`src/rtl/priority_encoder_pkg.sv`:
```
// Shared constants and types for the priority-encoder arbiter slice.
package priority_encoder_pkg;

  localparam int WIDTH_DFLT     = 50;
  localparam int REQ_NUM_DFLT   = 4;
  localparam int TAG_DEPTH_DFLT = 4;
  localparam int REQ_ID_W       = $clog2(REQ_NUM_DFLT);

  typedef logic [REQ_ID_W-1:0] req_id_t;

endpackage

```
`src/rtl/pe_arb_tag_fifo.sv`:
```
// Synchronous FIFO of requester IDs; holds the owner of each word in flight.
module pe_arb_tag_fifo #(
  parameter int ID_W  = 2,
  parameter int DEPTH = 4
) (
  input  logic            clk_i,
  input  logic            srst_i,
  input  logic            push,
  input  logic [ID_W-1:0] push_id,
  input  logic            pop,
  output logic [ID_W-1:0] head_id,
  output logic            empty,
  output logic            full
);

  localparam int AW = (DEPTH > 1) ? $clog2(DEPTH) : 1;
  localparam int CW = $clog2(DEPTH + 1);

  logic [ID_W-1:0] mem [DEPTH];
  logic [AW-1:0]   wr_ptr;
  logic [AW-1:0]   rd_ptr;
  logic [CW-1:0]   fill;
  logic            do_push;
  logic            do_pop;

  function automatic logic [AW-1:0] wrap_inc(input logic [AW-1:0] p);
    return (p == AW'(DEPTH - 1)) ? '0 : p + AW'(1);
  endfunction

  assign empty   = (fill == '0);
  assign full    = (fill == CW'(DEPTH));
  assign do_push = push & ~full;
  assign do_pop  = pop & ~empty;
  assign head_id = mem[rd_ptr];

  always_ff @(posedge clk_i) begin
    if (srst_i) begin
      wr_ptr <= '0;
      rd_ptr <= '0;
      fill   <= '0;
    end else begin
      if (do_push) wr_ptr <= wrap_inc(wr_ptr);
      if (do_pop)  rd_ptr <= wrap_inc(rd_ptr);
      case ({do_push, do_pop})
        2'b10:   fill <= fill + CW'(1);
        2'b01:   fill <= fill - CW'(1);
        default: fill <= fill;
      endcase
    end
  end

  always_ff @(posedge clk_i) begin
    if (do_push) mem[wr_ptr] <= push_id;
  end

endmodule

```
`src/rtl/priority_encoder_arbiter.sv`:
```
// Round-robin arbiter sharing one priority encoder among REQ_NUM requesters.
// Optional sticky protocol-error output err_o is built when PE_ARB_ERR_EN is defined.
module priority_encoder_arbiter
  import priority_encoder_pkg::*;
#(
  parameter int WIDTH     = WIDTH_DFLT,
  parameter int REQ_NUM   = REQ_NUM_DFLT,
  parameter int TAG_DEPTH = TAG_DEPTH_DFLT
) (
  input  logic                     clk_i,
  input  logic                     srst_i,
  input  logic [REQ_NUM*WIDTH-1:0] req_data_i,
  input  logic [REQ_NUM-1:0]       req_val_i,
  output logic [REQ_NUM-1:0]       req_ready_o,
  output logic [WIDTH-1:0]         enc_data_o,
  output logic                     enc_data_val_o,
  input  logic [WIDTH-1:0]         enc_data_left_i,
  input  logic [WIDTH-1:0]         enc_data_right_i,
  input  logic                     enc_data_val_i,
  output logic [WIDTH-1:0]         rsp_left_o,
  output logic [WIDTH-1:0]         rsp_right_o,
  output logic [REQ_NUM-1:0]       rsp_val_o
`ifdef PE_ARB_ERR_EN
  ,
  output logic                     err_o
`endif
);

  localparam int ID_W = $clog2(REQ_NUM);
  localparam int CW   = $clog2(TAG_DEPTH + 1);
  localparam logic [CW-1:0] CNT_MAX = CW'(TAG_DEPTH);

  logic [ID_W-1:0]    ptr;
  logic [ID_W-1:0]    gnt_id;
  logic [ID_W-1:0]    idx;
  logic [ID_W-1:0]    head_id;
  logic [CW-1:0]      cnt;
  logic [WIDTH-1:0]   gnt_data_p0;
  logic               gnt_found;
  logic               eligible;
  logic               grant;
  logic               pop;
  logic               fifo_empty;
  logic               fifo_full;

  logic [WIDTH-1:0]   enc_data_p1;
  logic               vld_p1;
  logic [WIDTH-1:0]   rsp_left_p2;
  logic [WIDTH-1:0]   rsp_right_p2;
  logic [REQ_NUM-1:0] vld_p2;

  function automatic logic [ID_W-1:0] rr_next(input logic [ID_W-1:0] id);
    return (id == ID_W'(REQ_NUM - 1)) ? '0 : id + ID_W'(1);
  endfunction

  // Stage p0: search from ptr upward with wrap for the first valid requester.
  always_comb begin
    gnt_found = 1'b0;
    gnt_id    = '0;
    idx       = '0;
    for (int k = 0; k < REQ_NUM; k++) begin
      idx = ID_W'((int'(ptr) + k) % REQ_NUM);
      if (!gnt_found && req_val_i[idx]) begin
        gnt_found = 1'b1;
        gnt_id    = idx;
      end
    end
  end

  always_comb begin
    gnt_data_p0 = '0;
    for (int k = 0; k < REQ_NUM; k++) begin
      if (gnt_id == ID_W'(k)) gnt_data_p0 = req_data_i[k*WIDTH +: WIDTH];
    end
  end

  // A same-cycle pop does not free a slot: eligibility looks at registered cnt only.
  assign eligible    = (cnt < CNT_MAX);
  assign grant       = eligible & gnt_found;
  assign pop         = enc_data_val_i & ~fifo_empty;
  assign req_ready_o = grant ? (REQ_NUM'(1) << gnt_id) : '0;

  pe_arb_tag_fifo #(
    .ID_W  (ID_W),
    .DEPTH (TAG_DEPTH)
  ) u_tag_fifo (
    .clk_i   (clk_i),
    .srst_i  (srst_i),
    .push    (grant & ~fifo_full),
    .push_id (gnt_id),
    .pop     (pop),
    .head_id (head_id),
    .empty   (fifo_empty),
    .full    (fifo_full)
  );

  always_ff @(posedge clk_i) begin
    if (srst_i) begin
      ptr    <= '0;
      cnt    <= '0;
      vld_p1 <= 1'b0;
      vld_p2 <= '0;
    end else begin
      vld_p1 <= grant;
      vld_p2 <= pop ? (REQ_NUM'(1) << head_id) : '0;
      if (grant) ptr <= rr_next(gnt_id);
      case ({grant, pop})
        2'b10:   cnt <= cnt + CW'(1);
        2'b01:   cnt <= cnt - CW'(1);
        default: cnt <= cnt;
      endcase
    end
  end

  // Stage p1 (towards encoder) and p2 (response); both clear on reset.
  always_ff @(posedge clk_i) begin
    if (srst_i) begin
      enc_data_p1  <= '0;
      rsp_left_p2  <= '0;
      rsp_right_p2 <= '0;
    end else begin
      if (grant) enc_data_p1 <= gnt_data_p0;
      if (pop) begin
        rsp_left_p2  <= enc_data_left_i;
        rsp_right_p2 <= enc_data_right_i;
      end
    end
  end

  assign enc_data_o     = enc_data_p1;
  assign enc_data_val_o = vld_p1;
  assign rsp_left_o     = rsp_left_p2;
  assign rsp_right_o    = rsp_right_p2;
  assign rsp_val_o      = vld_p2;

`ifdef PE_ARB_ERR_EN
  always_ff @(posedge clk_i) begin
    if (srst_i) begin
      err_o <= 1'b0;
    end else if ((enc_data_val_i && fifo_empty) || (grant && (cnt == CNT_MAX))) begin
      err_o <= 1'b1;
    end
  end
`endif

endmodule

```
`config.mk`:
```
export PLATFORM = sky130hd
export DESIGN_NAME = priority_encoder_arbiter
export DESIGN_NICKNAME = d
export VERILOG_FILES = /design/src/rtl/priority_encoder_pkg.sv /design/src/rtl/pe_arb_tag_fifo.sv /design/src/rtl/priority_encoder_arbiter.sv
export SDC_FILE = /design/constraint.sdc
export NUM_CORES = 1
export LEC_CHECK = 0
export CAP_MARGIN = 15
export CORE_AREA = 2 2 182 184
export DETAILED_ROUTE_END_ITERATION = 10
export DIE_AREA = 0 0 184 186
export HOLD_SLACK_MARGIN = 0.1
export PLACE_DENSITY = 0.63
export SLEW_MARGIN = 25
export SYNTH_ARGS = -nofsm -noshare
export SYNTH_HDL_FRONTEND = slang
export SYNTH_HIERARCHICAL = 1
export SYNTH_SLANG_ARGS = --single-unit
export TNS_END_PERCENT = 30
```
`constraint.sdc`:
```
create_clock -name clk_i -period 10 [get_ports clk_i]
set_input_delay 3 -clock clk_i [delete_from_list [all_inputs] [get_ports clk_i]]
set_output_delay 3 -clock clk_i [all_outputs]
set_load 0.03 [all_outputs]
```
==> run_results.csv, run 1 <==
group,metric,value,unit
outcome,status,"finished clean",
clocking,cts_setup_buffers,0,
floorplan,die_area,34220,um^2
timing,fin_ws,1.164,ns
timing,setup_tns,0,ns
worst_hold_path,hold_start,"rsp_left_o[45]",
clocking,holdBufCountCts,0,
timing,whs,0.4545,ns
timing,final.min_clock_period,8.836,ns
synth,synth_nets,1340,
clocking,insertion_delay,0.44,ns
clocking,cts_tree,"built",
critical_path,cp.arrival,5.84,ns
clocking,clockRootBuffer,"clkbuf_16",
floorplan,core,32210,um^2
synth,synth_top_area_frac,0.4088,
finish,fin_cells,1842,
placed_design,place.gp.congestion,0.8914,
placed_design,postPlaceCellArea,13150,um^2
synth,syn_area,8275,um^2
placed_design,place_inst,1807,
drt,drc_errors,0,
clocking,clock_sinks,177,
drt,ant_nets,0,
pwr,power_density,253.9,nW/um^2
clocking,numCtsBuffers,17,
finish,nets,1738,
floorplan,die_y,186,um
clocking,cts_max_path_buffers,2,
synth,synth_warnings,6,
pwr,fin_total_pwr,3.500,mW
grt,grt_max_degree,102,
synth,synth_area_leaders,"dfxtp_1 (41%), a21oi_1 (12%), nand2_1 (11%)",
floorplan,die_w,184,um
timing,slew_violations,0,
grt,grt_usage,0.1834,
grt,grt_pass1_wl,48.06,mm
run,drv_cap,0,
critical_path,r2r_start,"ptr[1]",
timing,fin_worst_skew,0.01510,ns
finish,fillers,3195,
critical_path,critPathMaxFanout,38,
drt,drt_iter0_drc,400,
synth,synth_seq_cells,177,
timing,maxSlewHeadroom,0.3828,
floorplan,rows,66,
finish,area_growth,66.57,%
critical_path,cp.required,7.00,ns
timing,min_period_over_period,0.8836,
timing,tightest_slew,0.9258,ns
drt,post_drt_wl_per_cell,18.22,um
synth,ys_seq_area_frac,0.4379,
grt,grt_pass1_vias,8411,
critical_path,regToRegSetupSlack,6.79,ns
drt,num_vias,9025,
timing,setup_viol,0,
critical_path,reg2reg_depth,9,
floorplan,ios,466,
finish,fin_util,0.4280,
drt,viasPerCell,4.900,
placed_design,io_buffers,465,
placed_design,dp_hpwl,24.11,mm
drt,firstDrtPassIters,5,
synth,ys_types,43,
floorplan,start_util,0.2570,
timing,fmax,0.1132,GHz
placed_design,dpl_worst_slack,1.190,ns
critical_path,crit_path_start,"req_val_i[1]",
synth,syn_avg_cell_area,8.113,um^2
timing,rsz0062_at_grt,"no",
pwr,ir_drop,152.9,uV
synth,postSynthCellCount,1020,
critical_path,end_kind,"primary output",
worst_hold_path,holdPathStages,2,
worst_hold_path,hp-class,"reg -> reg",
finish,stdcell_area,13780,um^2
grt,overflow,0,
clocking,h-tree-depth,4,
critical_path,path_class,"in -> out",
clocking,path_clk_slew,0.07,ns
drt,drt-total-wl,33.57,mm
finish,layout-drive-gt1-share,0.04822,
pwr,p_leak,5.049,nW
timing,hold_violations,0,
critical_path,cp-start-kind,"input pin",
grt,antenna_found_initial,6,
clocking,cts_resized,0,
synth,yosys.area.top_type,"dfxtp_1",
[worst paths after layout]
check / to
hold / removal: rsp_left_o[45]
setup reg to reg: enc_data_o[29]
hold reg to reg: rsp_left_o[45]
setup / recovery: req_ready_o[3]
[state kept, by name (all words and copies together), names as in the netlist, named ones only]
| register | cells |
|---|---|
| cnt | 3 |
| enc_data_o | 50 |
| enc_data_val_o | 1 |
| ptr | 2 |
| rsp_left_o | 50 |
| rsp_right_o | 50 |
| rsp_val_o | 4 |
| u_tag_fifo/fill | 3 |
| u_tag_fifo/mem | 8 |
| u_tag_fifo/rd_ptr | 2 |
| u_tag_fifo/wr_ptr | 2 |
[routing by layer]
layer | global-route usage | vias up | routed length (um)
met2 | 0.3183 | 391 | 16620
met5 | 0 | - | 41
met4 | 0.07136 | 6 | 887
met1 | 0.1981 | 4219 | 12590
met3 | 0.07709 | 40 | 3429
li1 | - | 4369 | -
[final cells by class]
cell class              count  area (um^2)  area share
diodes                      3        7.507   0.0005446
clock buffers              17        425.4     0.03086
clock inverters            15        192.7     0.01398
inverters                  63        237.7     0.01725
multi-input cells         682         4014      0.2912
flip-flops and latches    177         3623      0.2629
well taps                 408        510.5     0.03703
repair buffers            477         4773      0.3463
[kinds of logic after synthesis]
logic type | after synthesis | share of synthesized area
xor+xnor | 4 | 0.004234
simple gates | 341 | 0.1891
fa+ha+maj | 13 | 0.02147
flops | 177 | 0.4379
compound gates | 318 | 0.2525
buf+inv | 161 | 0.08391
mux | 6 | 0.01089
[worst max-delay path, stage by stage]
cell	delay, ns
clkdlybuf4s50_1	0.61
nor2b_1	0.08
nor3_1	0.30
o22a_1	0.40
ha_4	0.49
and3_1	0.24
clkdlybuf4s50_1	0.67
[cells in the final DEF (no fill, tap or decap), drive strengths merged, types with 2 or more instances in the layout]
master         netlist  routed
mux2i                3       3
clkbuf              56      17
nor3                 3       3
nor2                11      11
inv                 63      68
and3                 4       4
nand3b              50      50
diode                0       3
dfxtp              169     169
fa                   2       2
mux4                 2       2
clkinv               0       9
or3                  4       4
and2                 4       4
clkdlybuf4s50        0     464
ha                  11      11
a311oi              50      50
o22a                 2       2
edfxtp               8       8
nor2b                3       3
buf                 42      13
nor4b                2       2
nor4                 2       2
o21ai                4       4
nand2              251     251
a221o               50      50
o22ai                2       2
nand2b               3       3
a21oi              206     206
xor2                 3       3
[cell usage after synthesis, drive strengths merged]
cell type  count
a21o           1
xnor2          1
buf           42
nand2b         3
and2           4
nand2        251
o22ai          2
nand3b        50
o22a           2
nor3           3
inv           63
nor2          11
a311oi        50
edfxtp         8
or4            1
clkbuf        56
nor2b          3
a21oi        206
o31ai          1
a221o         50
xor2           3
mux2           1
fa             2
o32ai          1
or3            4
mux4           2
nand3          1
o221a          1
and3           4
o21ai          4
ha            11
and4b          1
dfxtp        169
nor4           2
mux2i          3
nor4b          2
nor3b          1
[report_power, final]
| group | leakage, nW | internal (mW) | switching, mW |
|---|---|---|---|
| registers | 1.46 | 0.914 | 0.117 |
| clock network | 0.301 | 0.362 | 0.339 |
| logic | 3.28 | 0.754 | 1.01 |
| total | 5.05 | 2.03 | 1.47 |
Note: power is estimated with default switching activity, not from simulation.
==> inputs of run 2 (changes only) <==
CTS_CLUSTER_DIAMETER = 30   (was not set)
==> results of run 2 <==
Final layout, timing and power as in run 1 (identical DEF).
==> inputs of run 3 (changes only) <==
--- a/config.mk
+++ b/config.mk
@@ -12,5 +12,5 @@
 export DIE_AREA = 0 0 184 186
 export HOLD_SLACK_MARGIN = 0.1
-export PLACE_DENSITY = 0.63
+export PLACE_DENSITY = 0.58
 export SLEW_MARGIN = 25
 export SYNTH_ARGS = -nofsm -noshare
==> constraint.sdc (replaced) <==
create_clock -name clk_i -period 10 [get_ports clk_i]
set_input_delay 2 -clock clk_i [delete_from_list [all_inputs] [get_ports clk_i]]
set_output_delay 2 -clock clk_i [all_outputs]
set_load 0.05 [all_outputs]
==> run_results.csv, run 3 (same netlist as run 1, synthesis figures left out) <==
group,metric,value,unit
grt,met3_usage,0.07220,
critical_path,critPathMaxFanout,101,
critical_path,max_stage_delay,0.80,ns
critical_path,path_class,"in -> out",
finish,nets,1735,
drt,post_drt_wl_per_cell,18.07,um
finish,stdcell_area,13690,um^2
timing,slew_violations,0,
timing,tightest_slew,0.9802,ns
critical_path,path_cells,"clkdlybuf4s50_1 -> nor2b_1 -> nor3_1 -> o22a_1 -> ha_4 -> and3_1 -> clkdlybuf4s50_1",
clocking,insertion_delay,0.44,ns
drt,firstDrtPassIters,4,
timing,whs,0.4539,ns
timing,setup_tns,0,ns
floorplan,die_area,34220,um^2
clocking,cts_max_path_buffers,2,
finish,fillers,3204,
run,drv_cap,0,
critical_path,crit_path_top_delay_cell,"clkdlybuf4s50_1",
drt,viasPerCell,4.840,
grt,grt_max_degree,104,
finish,antennaDiodeCount,0,
grt,grt_usage,0.1814,
finish,area_growth,65.44,%
finish,layout-drive-gt1-share,0.04622,
worst_hold_path,hp-class,"reg -> reg",
pwr,ir_drop,139.5,uV
finish,final_common_cell,"clkdlybuf4s50_1",
timing,setup_viol,0,
floorplan,rows,66,
drt,ant_nets,0,
floorplan,die_w,184,um
grt,met1_usage,0.2020,
clocking,h-tree-depth,4,
grt,top_usage_layer,"met2",
clocking,numCtsBuffers,17,
grt,grt_pass1_vias,8430,
floorplan,start_util,0.2570,
placed_design,io_buffers,465,
placed_design,place.gp.congestion,0.8287,
clocking,clock_sinks,177,
finish,fin_cells,1836,
clocking,cts_resized,0,
placed_design,place_inst,1804,
floorplan,die_y,186,um
clocking,clockRootBuffer,"clkbuf_16",
floorplan,ios,466,
placed_design,dp_hpwl,23.49,mm
critical_path,cp.required,8.00,ns
drt,drc_errors,0,
timing,maxSlewHeadroom,0.3465,
critical_path,cp-start-kind,"input pin",
pwr,power_density,270.1,nW/um^2
grt,use_met2,0.3100,
critical_path,cp.arrival,5.35,ns
timing,fmax,0.1361,GHz
timing,rsz0062_at_grt,"no",
clocking,holdBufCountCts,0,
outcome,status,"finished clean",
clocking,path_clk_slew,0.07,ns
clocking,cts_tree,"built",
clocking,cts_setup_buffers,0,
grt,grt_pass1_wl,47.78,mm
drt,drt_iter0_drc,485,
timing,hold_violations,0,
drt,num_vias,8886,
timing,fin_worst_skew,0.01433,ns
drt,drt-total-wl,33.18,mm
finish,multiInputGateArea,4014,um^2
grt,overflow,0,
finish,regArea,3623,um^2
grt,antenna_found_initial,2,
finish,final_cell_mix,"clkdlybuf4s50_1 (464), nand2_1 (251), a21oi_1 (198)",
placed_design,postPlaceCellArea,13110,um^2
critical_path,end_kind,"primary output",
critical_path,cpMostUsedCell,"clkdlybuf4s50_1",
timing,final.min_clock_period,7.348,ns
timing,min_period_over_period,0.7348,
floorplan,core,32210,um^2
pwr,p_leak,5.002,nW
[run 3: cell types whose count changed in the layout (fill, tap and decap cells not counted), moves of 2 or more]
cell        before  now
clkinv_8         4    2
buf_4            9    6
diode_2          3    0
clkinvlp_4       0    2
[run 3: report_power, final]
group | total (mW) | internal [mW] | switching, mW
clock | 0.658 | 0.331 | 0.327
sequential | 1.03 | 0.914 | 0.116
combinational | 2.01 | 0.744 | 1.26
[run 3: metrics by stage]
stage          worst slack [ns]  power [mW]  utilization
5_1_grt                   2.434       3.905       0.4251
6_report                  2.652       3.697       0.4251
3_3_place_gp              2.797       3.051       0.4070
4_1_cts                   2.656       3.746       0.4247
3_5_place_dp              2.662       3.071       0.4070
2_1_floorplan             4.176       2.377            -
[run 3: final cells by class]
cell class,instances,share of cell area
Clock inverter,15,0.01060
Timing Repair Buffer,474,0.3458
Inverter,63,0.01736
Sequential cell,177,0.2647
Multi-Input combinational cell,682,0.2932
Tap cell,408,0.03729
Clock buffer,17,0.03107
[run 3: routing by layer]
metal  up-vias  share of wire
li1       4352              -
met1      4108           0.39
met2       369           0.48
met3        53          0.096
met4         4          0.029
met5         -        0.00072
[run 3: path summary, 6_finish.rpt]
check | start | cells after the start | slack [ns] | endpoint
worst max-delay path | req_val_i[0] | 7 | 2.65 | req_ready_o[1]
worst min-delay path | rsp_right_o[27] | 2 | 0.45 | rsp_right_o[27]
worst max register to register | ptr[1] | 8 | 6.93 | enc_data_o[16]
worst min register to register | rsp_right_o[27] | 2 | 0.45 | rsp_right_o[27]
[run 3: critical path: cells and delay by family]
kind	cells	cell delay, ns
AO/OA/AOI/OAI	1	0.37
buffers and inverters	2	1.27
adder cells (fa/ha/maj)	1	0.79
AND/OR/NAND/NOR	3	0.81
==> patch (flow settings as in run 1) <==
Add a define of `PE_ARB_ERR_EN`.
--- a/src/rtl/priority_encoder_arbiter.sv
+++ b/src/rtl/priority_encoder_arbiter.sv
@@ -2,2 +2,4 @@
 // Optional sticky protocol-error output err_o is built when PE_ARB_ERR_EN is defined.
+`define PE_ARB_ERR_EN
+
 module priority_encoder_arbiter
Formal check against the unedited RTL (old outputs only; new: err_o): equivalent (Yosys induction, for registers that start in step).
==> patch against run 1 <==
- synthesized cell count grew 4.7%
- power shrank 3.1%
- cell area shrank 1.8%
- sequential share of layout area grew 0.63 points
- die area is the same
- via count shrank 3.8%
- wire length shrank 7.2%
- count of clock-buffer cells in the layout grew 1
- worst setup slack gained 340 ps
- fmax grew 4.0%
- register-to-register slack gained 70 ps
- highest routed layer is now met4
- area after synthesis shrank 2.3%
- sequential cell count grew 1
==> patch: results (changes against run 1) <==
[outcome]
status = completed  ; unchanged

[global_route]
grt_pass1_wl_um = 45800  ; was 48,100 um
use_met1 = 0.197  ; was 0.198
use_met3 = 0.0677  ; was 0.0771
use_met2 = 0.297  ; was 0.318
grt_usage = 0.173  ; was 0.183
antenna_found_initial = 3  ; was 6
grt_max_degree = 104  ; was 102
grt_pass1_vias = 8377  ; was 8,411

[synth]
synthTopCellsByArea = dfxtp_1 (42%), a21oi_1 (16%), nand2_1 (12%)  ; was dfxtp_1 (41%), a21oi_1 (12%), nand2_1 (11%)
synth_common_cells = a21oi_1 (257), nand2_1 (255), dfxtp_1 (170), o21ai_0 (102), inv_1 (64)  ; was nand2_1 (251), a21oi_1 (198), dfxtp_1 (169), inv_1 (62), clkbuf_1 (55)
syn-num-nets = 1388  ; was 1,340
synth_cell_type_count = 41  ; was 43
synth_edf_count = 8  ; unchanged
synth_warnings = 6  ; unchanged
synth_ff_type = dfxtp_1  ; unchanged
yosysSeqAreaShare = 0.451  ; was 0.438

[finish]
nets = 1790  ; was 1,738
clock_buffers = 18  ; was 17
drive_above_1_share = 0.0418  ; was 0.0482
diodes = 2  ; was 3
layout.nonclk_buf_frac = 0.349  ; was 0.346
inv_count = 65  ; was 63
n_fill_cell = 3267  ; was 3,195
multi_input_area_share = 0.281  ; was 0.291
n_all_buffers = 474  ; was 477
multi_input_cells = 734  ; was 682
seq_share = 0.269  ; was 0.263
clkCellAreaFrac = 0.0441  ; was 0.0448

[drt]
met1_length_um = 12900  ; was 12,600 um
wirelength_um = 31100  ; was 33,600 um
met2RoutedLength_um = 14700  ; was 16,600 um
highest-signal-layer = met4  ; was met5
viasPerCell = 4.59  ; was 4.90
drt_iter0_markers = 384  ; was 400
ant_nets = 0  ; unchanged
dr_wl_met3_um = 2840  ; was 3430 um
dr.pass1.iters = 4  ; was 5

[clocking]
ctsResizeCount = 0  ; unchanged
numCtsBuffers = 17  ; unchanged
clockBufferDepth = 2  ; unchanged
cts_max_level = 4  ; unchanged
path_clk_slew_ps = 70  ; about the same
clk-insertion-delay-late_ps = 440  ; about the same
cts_num_sinks = 178  ; was 177

[place]
port_buffers = 466  ; was 465
gp_congestion = 0.821  ; was 0.891
dp_hpwl_um = 22700  ; was 24,100 um

[pwr]
vdd_ir_drop_max_uv = 121  ; was 153 uV
p_leak_nw = 5.08  ; was 5.05 nW

[timing]
relSlewSlack = 0.358  ; was 0.383
skew_ps = 8.59  ; was 15.1 ps

[critical_path]
worstPathMaxFanout = 22  ; was 38
r2r_slack_ps = 6860  ; was 6790 ps
worst_ep_arrival_time_ps = 5500  ; was 5840 ps

[worst_hold_path]
hp-class = reg2reg  ; unchanged

[run]
max-cap-violations = 0  ; unchanged

-- patch: changes by cell type in the layout (fill, tap and decap cells not counted), sizes merged, moves of 5 or more --
cell / before / now
a21oi: 206 / 259
a22oi: 0 / 50
o21ai: 4 / 103
a311oi: 50 / 0
inv: 68 / 73
nand3b: 50 / 0
a221o: 50 / 0
-- patch: power breakdown --
group / switching [mW] / total (mW) / internal, mW
clock network: 0.321 / 0.684 / 0.363
registers: 0.105 / 1.02 / 0.916
logic: 1.01 / 1.69 / 0.673
-- patch: metrics by stage --
step | cells | hold WS [ps] | setup WS, ps | area [um2] | power [mW]
4_1_cts | 1891 | 456 | 1500 | 13500 | 3.43
3_3_place_gp | 1859 | 441 | 1560 | 12900 | 2.71
3_5_place_dp | 1859 | 446 | 1510 | 12900 | 2.73
5_1_grt | 1893 | 470 | 1340 | 13500 | 3.62
6_report | 1893 | 453 | 1500 | 13500 | 3.39
2_1_floorplan | 1068 | 459 | 2450 | 8080 | 2.07
-- patch: cell families (layout without fill, tap and decap cells) --
kind of cell / after synthesis / after routing / synth area share
muxes: 5 / 5 / 0.00991
xor gates and xnor gates: 4 / 4 / 0.00433
buffers and inverters: 156 / 571 / 0.0841
other: 0 / 2 / 0
DFF: 178 / 178 / 0.451
and+or+nand+nor: 294 / 294 / 0.148
adders and majority gates: 13 / 13 / 0.0220
AOI/OAI and AO/OA: 418 / 418 / 0.280
-- patch: final timing paths --
path / to / from / depth (start not counted)
hold reg to reg: rsp_right_o[29] / rsp_right_o[29] / 2
setup / recovery: req_ready_o[3] / req_val_i[3] / 8
hold / removal: rsp_right_o[29] / rsp_right_o[29] / 2
setup reg to reg: enc_data_o[48] / ptr[0] / 9
